### src/rtl/tx_frame_scheduler_pkg.sv
// Shared constants for the Tx frame scheduler: modulation mode encodings,
// FSM state encoding, reset defaults and the legal-mode check.
package tx_frame_scheduler_pkg;

    localparam logic [3:0] MODE_BPSK = 4'b0001;
    localparam logic [3:0] MODE_QPSK = 4'b0010;
    localparam logic [3:0] MODE_MIX  = 4'b0100;

    localparam logic [1:0] ST_IDLE  = 2'd0;
    localparam logic [1:0] ST_RUN   = 2'd1;
    localparam logic [1:0] ST_DRAIN = 2'd2;
    localparam logic [1:0] ST_GAP   = 2'd3;

    localparam logic [3:0]  DEF_MODE_C  = MODE_MIX;
    localparam logic [3:0]  DEF_DELAY_C = 4'd8;
    localparam logic [15:0] DEF_PHASE_C = 16'd8192;

    function automatic logic mode_is_valid(input logic [3:0] m);
        return (m == MODE_BPSK) || (m == MODE_QPSK) || (m == MODE_MIX);
    endfunction

endpackage

### src/rtl/tx_cfg_shadow.sv
// Configuration request intake: valid/ready handshake, legal-mode check and
// shadow register holding one accepted request until the scheduler applies it.
// Ports: clk_i/rst_i (sync, active-high); cfg_valid_i, cfg_mode_i,
// cfg_delay_i, cfg_phase_i request; apply_i consumes shadow; cfg_ready_o,
// pending_o, cfg_err_o (reject pulse), mode_o/delay_o/phase_o shadow contents.
module tx_cfg_shadow
    import tx_frame_scheduler_pkg::*;
(
    input  logic        clk_i,
    input  logic        rst_i,
    input  logic        cfg_valid_i,
    input  logic [3:0]  cfg_mode_i,
    input  logic [3:0]  cfg_delay_i,
    input  logic [15:0] cfg_phase_i,
    input  logic        apply_i,
    output logic        cfg_ready_o,
    output logic        pending_o,
    output logic        cfg_err_o,
    output logic [3:0]  mode_o,
    output logic [3:0]  delay_o,
    output logic [15:0] phase_o
);

    logic        pend_q, pend_d;
    logic        err_q;
    logic [3:0]  mode_q, delay_q;
    logic [15:0] phase_q;
    logic        accept, legal;

    assign cfg_ready_o = ~pend_q;
    assign pending_o   = pend_q;
    assign cfg_err_o   = err_q;
    assign mode_o      = mode_q;
    assign delay_o     = delay_q;
    assign phase_o     = phase_q;

    assign accept = cfg_valid_i & ~pend_q;
    assign legal  = mode_is_valid(cfg_mode_i);

    // apply_i needs pend_q=1 and accept needs pend_q=0, so they never overlap.
    always_comb begin
        pend_d = pend_q;
        if (apply_i)
            pend_d = 1'b0;
        else if (accept & legal)
            pend_d = 1'b1;
    end

    always_ff @(posedge clk_i) begin
        if (rst_i) begin
            pend_q  <= 1'b0;
            err_q   <= 1'b0;
            mode_q  <= DEF_MODE_C;
            delay_q <= DEF_DELAY_C;
            phase_q <= DEF_PHASE_C;
        end else begin
            pend_q <= pend_d;
            err_q  <= accept & ~legal;
            if (accept & legal) begin
                mode_q  <= cfg_mode_i;
                delay_q <= cfg_delay_i;
                phase_q <= cfg_phase_i;
            end
        end
    end

endmodule

### src/rtl/tx_frame_scheduler.sv
// Tx frame scheduler: IDLE/RUN/DRAIN/GAP control of the Tx datapath, with
// configuration changes applied only while transmission is off.
// Ports: clk_32M768, rst_32M768 (sync, active-high); start/stop pulses;
// cfg_* request handshake; frame_last end-of-frame pulse; tx_enable and
// active config (MODE_CTRL, DELAY_CNT, TX_PHASE_CONFIG); cfg_err, cfg_applied
// pulses; frame_cnt completed frames; busy when not IDLE.
module tx_frame_scheduler
    import tx_frame_scheduler_pkg::*;
#(
    parameter int          GAP_CYCLES = 64,
    parameter logic [3:0]  DEF_MODE   = DEF_MODE_C,
    parameter logic [3:0]  DEF_DELAY  = DEF_DELAY_C,
    parameter logic [15:0] DEF_PHASE  = DEF_PHASE_C
) (
    input  logic        clk_32M768,
    input  logic        rst_32M768,
    input  logic        start,
    input  logic        stop,
    input  logic        cfg_valid,
    output logic        cfg_ready,
    input  logic [3:0]  cfg_mode,
    input  logic [3:0]  cfg_delay,
    input  logic [15:0] cfg_phase,
    input  logic        frame_last,
    output logic        tx_enable,
    output logic [3:0]  MODE_CTRL,
    output logic [3:0]  DELAY_CNT,
    output logic [15:0] TX_PHASE_CONFIG,
    output logic        cfg_err,
    output logic        cfg_applied,
    output logic [15:0] frame_cnt,
    output logic        busy
);

    localparam int GW = (GAP_CYCLES > 1) ? $clog2(GAP_CYCLES) : 1;
    localparam logic [GW-1:0] GAP_LOAD = GW'(GAP_CYCLES - 1);

    logic [1:0]    state_q, state_d;
    logic          stop_req_q, stop_req_d;
    logic [GW-1:0] gap_q, gap_d;
    logic [15:0]   cnt_q, cnt_d;
    logic [3:0]    mode_q, delay_q;
    logic [15:0]   phase_q;
    logic          applied_q;

    logic          pending, apply, stop_seen;
    logic [3:0]    sh_mode, sh_delay;
    logic [15:0]   sh_phase;

    tx_cfg_shadow u_shadow (
        .clk_i       (clk_32M768),
        .rst_i       (rst_32M768),
        .cfg_valid_i (cfg_valid),
        .cfg_mode_i  (cfg_mode),
        .cfg_delay_i (cfg_delay),
        .cfg_phase_i (cfg_phase),
        .apply_i     (apply),
        .cfg_ready_o (cfg_ready),
        .pending_o   (pending),
        .cfg_err_o   (cfg_err),
        .mode_o      (sh_mode),
        .delay_o     (sh_delay),
        .phase_o     (sh_phase)
    );

    assign tx_enable       = (state_q == ST_RUN) || (state_q == ST_DRAIN);
    assign busy            = (state_q != ST_IDLE);
    assign MODE_CTRL       = mode_q;
    assign DELAY_CNT       = delay_q;
    assign TX_PHASE_CONFIG = phase_q;
    assign cfg_applied     = applied_q;
    assign frame_cnt       = cnt_q;

    // Copy happens either while idle or on the edge that leaves DRAIN,
    // so the active config is frozen whenever tx_enable is high.
    assign apply = pending &
                   ((state_q == ST_IDLE) |
                    ((state_q == ST_DRAIN) & frame_last));

    assign stop_seen = stop_req_q | stop;

    always_comb begin
        state_d = state_q;
        gap_d   = gap_q;
        unique case (state_q)
            ST_IDLE: begin
                if (start & ~stop)
                    state_d = ST_RUN;
            end
            ST_RUN: begin
                if (stop_seen | pending)
                    state_d = ST_DRAIN;
            end
            ST_DRAIN: begin
                if (frame_last) begin
                    state_d = ST_GAP;
                    gap_d   = GAP_LOAD;
                end
            end
            ST_GAP: begin
                if (gap_q == '0)
                    state_d = stop_seen ? ST_IDLE : ST_RUN;
                else
                    gap_d = gap_q - 1'b1;
            end
            default: state_d = ST_IDLE;
        endcase
    end

    // Stop is only remembered outside IDLE and is dropped on IDLE entry.
    assign stop_req_d = busy & stop_seen & (state_d != ST_IDLE);

    assign cnt_d = (frame_last & tx_enable) ? cnt_q + 16'd1 : cnt_q;

    always_ff @(posedge clk_32M768) begin
        if (rst_32M768) begin
            state_q    <= ST_IDLE;
            stop_req_q <= 1'b0;
            gap_q      <= '0;
            cnt_q      <= '0;
            mode_q     <= DEF_MODE;
            delay_q    <= DEF_DELAY;
            phase_q    <= DEF_PHASE;
            applied_q  <= 1'b0;
        end else begin
            state_q    <= state_d;
            stop_req_q <= stop_req_d;
            gap_q      <= gap_d;
            cnt_q      <= cnt_d;
            applied_q  <= apply;
            if (apply) begin
                mode_q  <= sh_mode;
                delay_q <= sh_delay;
                phase_q <= sh_phase;
            end
        end
    end

endmodule

### config.mk
export PLATFORM = sky130hd
export DESIGN_NAME = tx_frame_scheduler
export DESIGN_NICKNAME = d
export VERILOG_FILES = /design/src/rtl/tx_frame_scheduler_pkg.sv /design/src/rtl/tx_cfg_shadow.sv /design/src/rtl/tx_frame_scheduler.sv
export SDC_FILE = /design/constraint.sdc
export NUM_CORES = 1
export LEC_CHECK = 0
export BUFFER_PORTS_ARGS = -buffer_cell sky130_fd_sc_hd__buf_2
export CORE_MARGIN = 1
export CORE_UTILIZATION = 35
export CTS_CLUSTER_DIAMETER = 150
export DETAILED_ROUTE_END_ITERATION = 10
export PLACE_DENSITY = 0.57
export SLEW_MARGIN = 20
export SYNTH_ARGS = -nofsm -noshare
export SYNTH_HDL_FRONTEND = slang
export SYNTH_SLANG_ARGS = --single-unit
### constraint.sdc
create_clock -name clk_32M768 -period 2.6 [get_ports clk_32M768]
set_clock_uncertainty 0.05 [all_clocks]
set_input_delay 0.78 -clock clk_32M768 [delete_from_list [all_inputs] [get_ports clk_32M768]]
set_output_delay 0.78 -clock clk_32M768 [all_outputs]
set_load 0.01 [all_outputs]
; Word-level counts from Yosys, hierarchy flattened
; Cells that the tools add are included.
[totals]
output_inout_bits = 45
inputBits = 30
register_bits = 76
elab_cells = 57
[classes]
reduce_logical = 10
mux = 9
n_eq_ne = 8
n_bitwise = 15
addsub = 2
[ops]
columns = op, count
row1 = 16-bit by 1-bit adder with 16-bit output (second input constant), 1
row2 = 6-bit two-way mux, 2
row3 = 6-bit one-hot mux with 2 select lines, 1
row4 = 1-bit AND, 9
row5 = 2-bit two-way mux, 4
row6 = 2-bit one-hot mux with 4 select lines, 1
row7 = 6-bit zero test, 1
row8 = 2-bit nonzero test, 3
row9 = 6-bit by 1-bit subtractor with 6-bit output (second input constant), 1
row10 = 2-bit == test (second input constant), 2
row11 = 4-bit by 1-bit == test with 1-bit output (second input constant), 1
row12 = 4-bit by 2-bit == test with 1-bit output (second input constant), 1
row13 = 4-bit by 3-bit == test with 1-bit output (second input constant), 1
row14 = 2-bit inequality test (second input constant), 2
row15 = 1-bit logical OR, 3
row16 = 1-bit NOT, 3
row17 = 1-bit bitwise OR, 3
row18 = 3-bit AND reduction, 1
row19 = 2-bit by 1-bit == test with 1-bit output (second input constant), 1
row20 = 2-bit zero test, 1
row21 = 2-bit OR reduction, 1
row22 = 1-bit two-way mux, 1

; Logic depth before layout (Yosys ltp)
[logic_depth]
word_depth = 6
depth_mapped = 7
ltp_nobuf = 6

; Modules after synthesis
; Synthesis repeated with hierarchy kept, for this count alone.
[hier_totals]
hier_cells = 380
hier_area_um2 = 3271.9
[modules_own_cells]
columns = module, n_inst, seq_area_each_um2, area_each_um2, cells_each
row1 = tx_frame_scheduler, 1, 1001.0, 2205.9, 266
row2 = tx_cfg_shadow, 1, 520.5, 1066.0, 114

; Worst setup path after synthesis
; No wires, ideal clock.
[synth_timing]
path_kind = flip-flop to flip-flop
startpoint = reg state_q[0]
endpoint = reg cnt_q[15], in the netlist frame_cnt[15]
path_buffers = 1
setup_ps = 70
path_slack_ps = 600
period_less_slack_ps = 2000
t_arrival_ps = 1879
path_stages_with_launch = 8
t_required_ps = 2480
cell_sequence = dfxtp_1 inv_1 ha_1 and2_1 buf_2 nand3_1 or4_1 a21oi_1
[synth_between]
elab_chain_len = 3
elab_cells_between_ends = 4
classes_between = eq/ne (2) / bitwise (1) / reduce/logical (1)
[synth_rtl]
columns = item, line_no
row1 = "start, declared", tx_frame_scheduler.sv:38  ; logic [1:0] state_q, state_d;
row2 = "start signal, assigned", tx_frame_scheduler.sv:126  ; state_q <= state_d;
row3 = 2-bit by 1-bit == test with 1-bit output or 2-bit == test (tied branches), tx_frame_scheduler.sv:66  ; assign tx_enable = (state_q == ST_RUN) || (state_q == ST_DRAIN);
row4 = 1-bit logical OR *, tx_frame_scheduler.sv:66
row5 = via tx_enable, tx_frame_scheduler.sv:25  ; output logic tx_enable,
row6 = 1-bit AND *, tx_frame_scheduler.sv:113  ; assign cnt_d = (frame_last & tx_enable) ? cnt_q + 16'd1 : cnt_q;
row7 = "end signal, assigned", tx_frame_scheduler.sv:129  ; cnt_q <= cnt_d;
row8 = "end, declared", tx_frame_scheduler.sv:41  ; logic [15:0] cnt_q, cnt_d;
; The timed path passes the listed nets; every way through them passes the cells marked *.
; A chain may end at the register's enable or synchronous reset.

; Final worst setup path
[layout_timing]
startpoint = reg state_q[0]
endpoint = out tx_enable
[layout_between]
elab_chain_len = 2
elab_cells_between_ends = 3
classes_between = eq/ne (2) / reduce/logical (1)
[layout_rtl]
columns = item, line_no
row1 = 2-bit by 1-bit == test with 1-bit output or 2-bit == test (tied branches), tx_frame_scheduler.sv:66
row2 = 1-bit logical OR *, tx_frame_scheduler.sv:66
row3 = "end, declared", tx_frame_scheduler.sv:25
; Every way passes the cells marked *; elsewhere a longest branch is shown, timed or not.

==> Flow_metrics.wiki <==
{| class="wikitable"
! Metric !! Value
|-
| Maximum root-to-sink buffer count || 2
|-
| Average instance area after synthesis || 8.45 um2
|-
| Placed cell areas || 0.00368 mm2
|-
| Async SR Flop Fraction || 0%
|-
| Vias per Instance || 5.01
|-
| Final number of hold-violating endpoints || 0
|-
| Met2 Use GR || 26.1%
|-
| Overall track demand over capacity in global routing || 16.8%
|-
| Total design power || 2.59 mW
|-
| Min cycle time layout || 2.27 ns
|-
| Number of cells produced by synthesis || 375
|-
| Wire length reported by the detailed router || 7600 um
|-
| Clock tree root driver cell || sky130_fd_sc_hd__clkbuf_8
|-
| Startpoint of the worst-slack reg-to-reg timing path || state_q[0]
|-
| Pre-antenna DRT Iters || 4
|-
| Vias in the first global route || 2681
|-
| Total of buffers placed on input and output ports || 74
|-
| CTS clock-pin slew for the worst setup and hold paths || 0.09 ns
|-
| Count of filler cells inserted in the layout || 886
|-
| Post-route fraction of the period consumed by the critical path || 87.4%
|-
| Total number of nets in the final design || 486
|-
| Post-detail-place hpwl || 5020 um
|-
| CTS tree || done
|-
| Required time of the critical path || 1.77 ns
|-
| Fraction of post-synthesis cell area in the top cell type by area || 48.0%
|-
| Number of synthesized register bits || 76
|-
| Routability cong. || 0.773
|-
| Worst hold path startpoint || u_shadow.phase_o[0]
|-
| FF-to-FF path depth || 6
|-
| Horiz. Die Dim || 97.1 um
|-
| Area of the mapped netlist || 0.00317 mm2
|-
| Post_cts resized || 0
|-
| Global-route congestion overflow total || 0
|-
| Arrival time at the worst endpoint || 1.44 ns
|-
| Sink count of the clock tree || 76
|-
| Cell area after layout || 0.00391 mm2
|-
| Crit path launch type || flip-flop
|-
| Fraction of met1 tracks used by global routing || 22.2%
|-
| Fin cells || 561
|-
| Maximum vdd ir drop || 0.000273 V
|-
| Crit end category || primary output
|-
| Number of cell rows || 34
|-
| Leading cell types by total area after synthesis || sky130_fd_sc_hd__dfxtp_1, sky130_fd_sc_hd__nand2_1, sky130_fd_sc_hd__a21oi_1, sky130_fd_sc_hd__ha_1, sky130_fd_sc_hd__nor2_1
|-
| Number of buffers created by CTS || 9
|-
| Predominant post-synthesis flop cell || sky130_fd_sc_hd__dfxtp_1
|-
| Leak Pwr || 1.56 nW
|-
| Area occupied by multi-input gates || 0.00154 mm2
|-
| Headroom to the max-slew limit || 56.8%
|-
| Number of antenna diodes || 0
|-
| Cell count after placement || 545
|-
| Max-capacitance violation count || 0
|-
| RSZ-0062 raised after global routing || false
|-
| Busiest metal layer after global routing || met2
|-
| Worst hold path stage count || 2
|-
| Antenna viol nets, final || 0
|-
| Setup TNS || 0 ns
|-
| Starting density of the core || 36.2%
|-
| Slew @ Worst Pin || 0.648 ns
|-
| Launching instance or port of the critical path || state_q[0]
|-
| Share of layout cells above drive strength 1 || 23.8%
|-
| First-pass GRT wire length || 12900 um
|-
| Path class of the lowest-slack min-delay path || flip-flop to flip-flop
|-
| Count of flip-flops with a built-in enable after synthesis || 0
|-
| Core Footprint || 0.00876 mm2
|-
| CTS Hold Bufs || 0
|-
| Die Y || 97.1 um
|-
| Status || complete, no violations
|-
| Post-CTS setup buffers || 0
|-
| Io pins || 75
|-
| Clock latency on the worst-skew pair || 0.35 ns
|-
| Global Route met3 Usage || 4.60%
|-
| Register area share after synthesis || 48.0%
|-
| Final number of setup-violating endpoints || 0
|-
| Number of antenna violations at the first check in global routing || 0
|-
| Vias after detailed routing || 2809
|-
| Slew Viols, Final || 0
|-
| Distinct cells, synth || 52
|-
| Critical path fanouts, max || 8
|-
| Largest net degree at the start of global routing || 33
|-
| FF/Latch Area || 0.00152 mm2
|-
| PwrDens || 663 mW/mm2
|-
| Cell type with the highest aggregate area in the netlist || sky130_fd_sc_hd__dfxtp_1
|-
| Post-synth net total || 413
|-
| Number of remaining DRC errors || 0
|-
| Synthesis-to-layout area growth || 23.3%
|-
| Critical path class || flip-flop to primary output
|-
| Die area || 0.00944 mm2
|-
| Number of DRC markers after the initial detailed-route iteration || 105
|-
| Count of warnings emitted by yosys || 0
|-
| Count of H-tree levels built during CTS || 3
|-
| FMAX || 0.440 GHz
|-
| Routed len/inst || 13.5 um
|}
-- per-layer routing --
metal	vias to the layer above	part of all wire, %
met2	66	44
met3	13	5.3
met4	0	1.5
met1	1297	49
li1	1433	-
met5	-	0
-- cells by family (layout without fill, tap and decap cells) --
family	after synthesis	count (layout)	synth area share, %
AO/OA/AOI/OAI	77	77	15.2
XOR/XNOR	13	13	3.59
adder cells (fa/ha/maj)	8	8	3.16
buffers and inverters	30	108	3.59
flip-flops	76	76	48.0
multiplexers	4	4	1.42
AND/OR/NAND/NOR	167	167	25.0
-- sequential cells by signal, indices dropped and copies added (netlist names) --
| name | count |
|---|---|
| u_shadow.mode_o | 4 |
| gap_q | 6 |
| TX_PHASE_CONFIG | 16 |
| frame_cnt | 16 |
| state_q | 2 |
| DELAY_CNT | 4 |
| u_shadow.pending_o | 1 |
| u_shadow.delay_o | 4 |
| cfg_applied | 1 |
| u_shadow.cfg_err_o | 1 |
| stop_req_q | 1 |
| MODE_CTRL | 4 |
| u_shadow.phase_o | 16 |
-- area by class of cell --
cell class / instances / area share (%)
well taps: 108 / 3.46
clock buffers: 9 / 3.17
repair buffers: 81 / 11.1
multi-input cells: 269 / 39.5
clock inverters: 7 / 2.75
flip-flops and latches: 76 / 38.9
inverters: 11 / 1.06
-- layout by cell type (no fill, tap or decap), types with 2 or more instances in the layout --
master                      count
sky130_fd_sc_hd__nand4_1        7
sky130_fd_sc_hd__a311oi_1       2
sky130_fd_sc_hd__a221oi_1       3
sky130_fd_sc_hd__nor2_1        21
sky130_fd_sc_hd__inv_1         11
sky130_fd_sc_hd__or3b_2         2
sky130_fd_sc_hd__ha_1           8
sky130_fd_sc_hd__mux2i_1        2
sky130_fd_sc_hd__nand3_1        4
sky130_fd_sc_hd__or3_1          2
sky130_fd_sc_hd__bufinv_16      2
sky130_fd_sc_hd__xor2_1         7
sky130_fd_sc_hd__buf_4          6
sky130_fd_sc_hd__nor3_1         8
sky130_fd_sc_hd__a21oi_1       50
sky130_fd_sc_hd__nand3b_1       3
sky130_fd_sc_hd__and3_1         3
sky130_fd_sc_hd__inv_8          2
sky130_fd_sc_hd__nor3b_1        3
sky130_fd_sc_hd__nor2b_1        3
sky130_fd_sc_hd__o21ai_0        3
sky130_fd_sc_hd__or4_1          2
sky130_fd_sc_hd__buf_2         74
sky130_fd_sc_hd__o31ai_1        2
sky130_fd_sc_hd__dfxtp_1       76
sky130_fd_sc_hd__and2_1         3
sky130_fd_sc_hd__clkbuf_8       9
sky130_fd_sc_hd__nand2b_1       2
sky130_fd_sc_hd__o21a_1         3
sky130_fd_sc_hd__a2111oi_1      3
sky130_fd_sc_hd__xnor2_1        6
sky130_fd_sc_hd__nand2_1       95
-- worst max-delay path, stage by stage, from the launching register on --
cell and delay (ns):
sky130_fd_sc_hd__dfxtp_1 0.48, sky130_fd_sc_hd__inv_1 0.13, sky130_fd_sc_hd__ha_1 0.33, sky130_fd_sc_hd__buf_2 0.15
-- synthesized netlist by cell type (2+ instances only) --
master,count
sky130_fd_sc_hd__nand2_1,95
sky130_fd_sc_hd__dfxtp_1,76
sky130_fd_sc_hd__a21oi_1,50
sky130_fd_sc_hd__nor2_1,21
sky130_fd_sc_hd__clkbuf_1,17
sky130_fd_sc_hd__inv_1,11
sky130_fd_sc_hd__ha_1,8
sky130_fd_sc_hd__nor3_1,8
sky130_fd_sc_hd__nand4_1,7
sky130_fd_sc_hd__xor2_1,7
sky130_fd_sc_hd__xnor2_1,6
sky130_fd_sc_hd__nand3_1,4
sky130_fd_sc_hd__a2111oi_1,3
sky130_fd_sc_hd__a221oi_1,3
sky130_fd_sc_hd__and2_1,3
sky130_fd_sc_hd__and3_1,3
sky130_fd_sc_hd__nand3b_1,3
sky130_fd_sc_hd__nor2b_1,3
sky130_fd_sc_hd__nor3b_1,3
sky130_fd_sc_hd__o21a_1,3
sky130_fd_sc_hd__o21ai_0,3
sky130_fd_sc_hd__a311oi_1,2
sky130_fd_sc_hd__mux2i_1,2
sky130_fd_sc_hd__nand2b_1,2
sky130_fd_sc_hd__o31ai_1,2
sky130_fd_sc_hd__or3_1,2
sky130_fd_sc_hd__or3b_2,2
sky130_fd_sc_hd__or4_1,2
-- where the power goes --
part	leakage (nW)	switching, mW	total (mW)	internal [mW]
clock	0.114	0.491	1.05	0.559
sequential	0.615	0.0323	1.23	1.20
combinational	0.827	0.181	0.310	0.129
-- path summary, 6_finish.rpt --
check / endpoint / slack (ns)
setup / recovery: tx_enable / 0.33
hold / removal: TX_PHASE_CONFIG[0] / 0.40
setup reg to reg: stop_req_q / 0.46
hold reg to reg: TX_PHASE_CONFIG[0] / 0.40
-- metrics by stage --
stage               utilization, %  setup slack, ns  hold slack, ns
floorplan                        -            0.600           0.377
global placement              41.9            0.494           0.386
detailed placement            41.9            0.417           0.393
CTS                           44.6            0.318           0.394
global route                  44.6            0.218           0.423
finish                        44.6            0.328           0.396
Note: power is estimated with default switching activity, not from simulation.
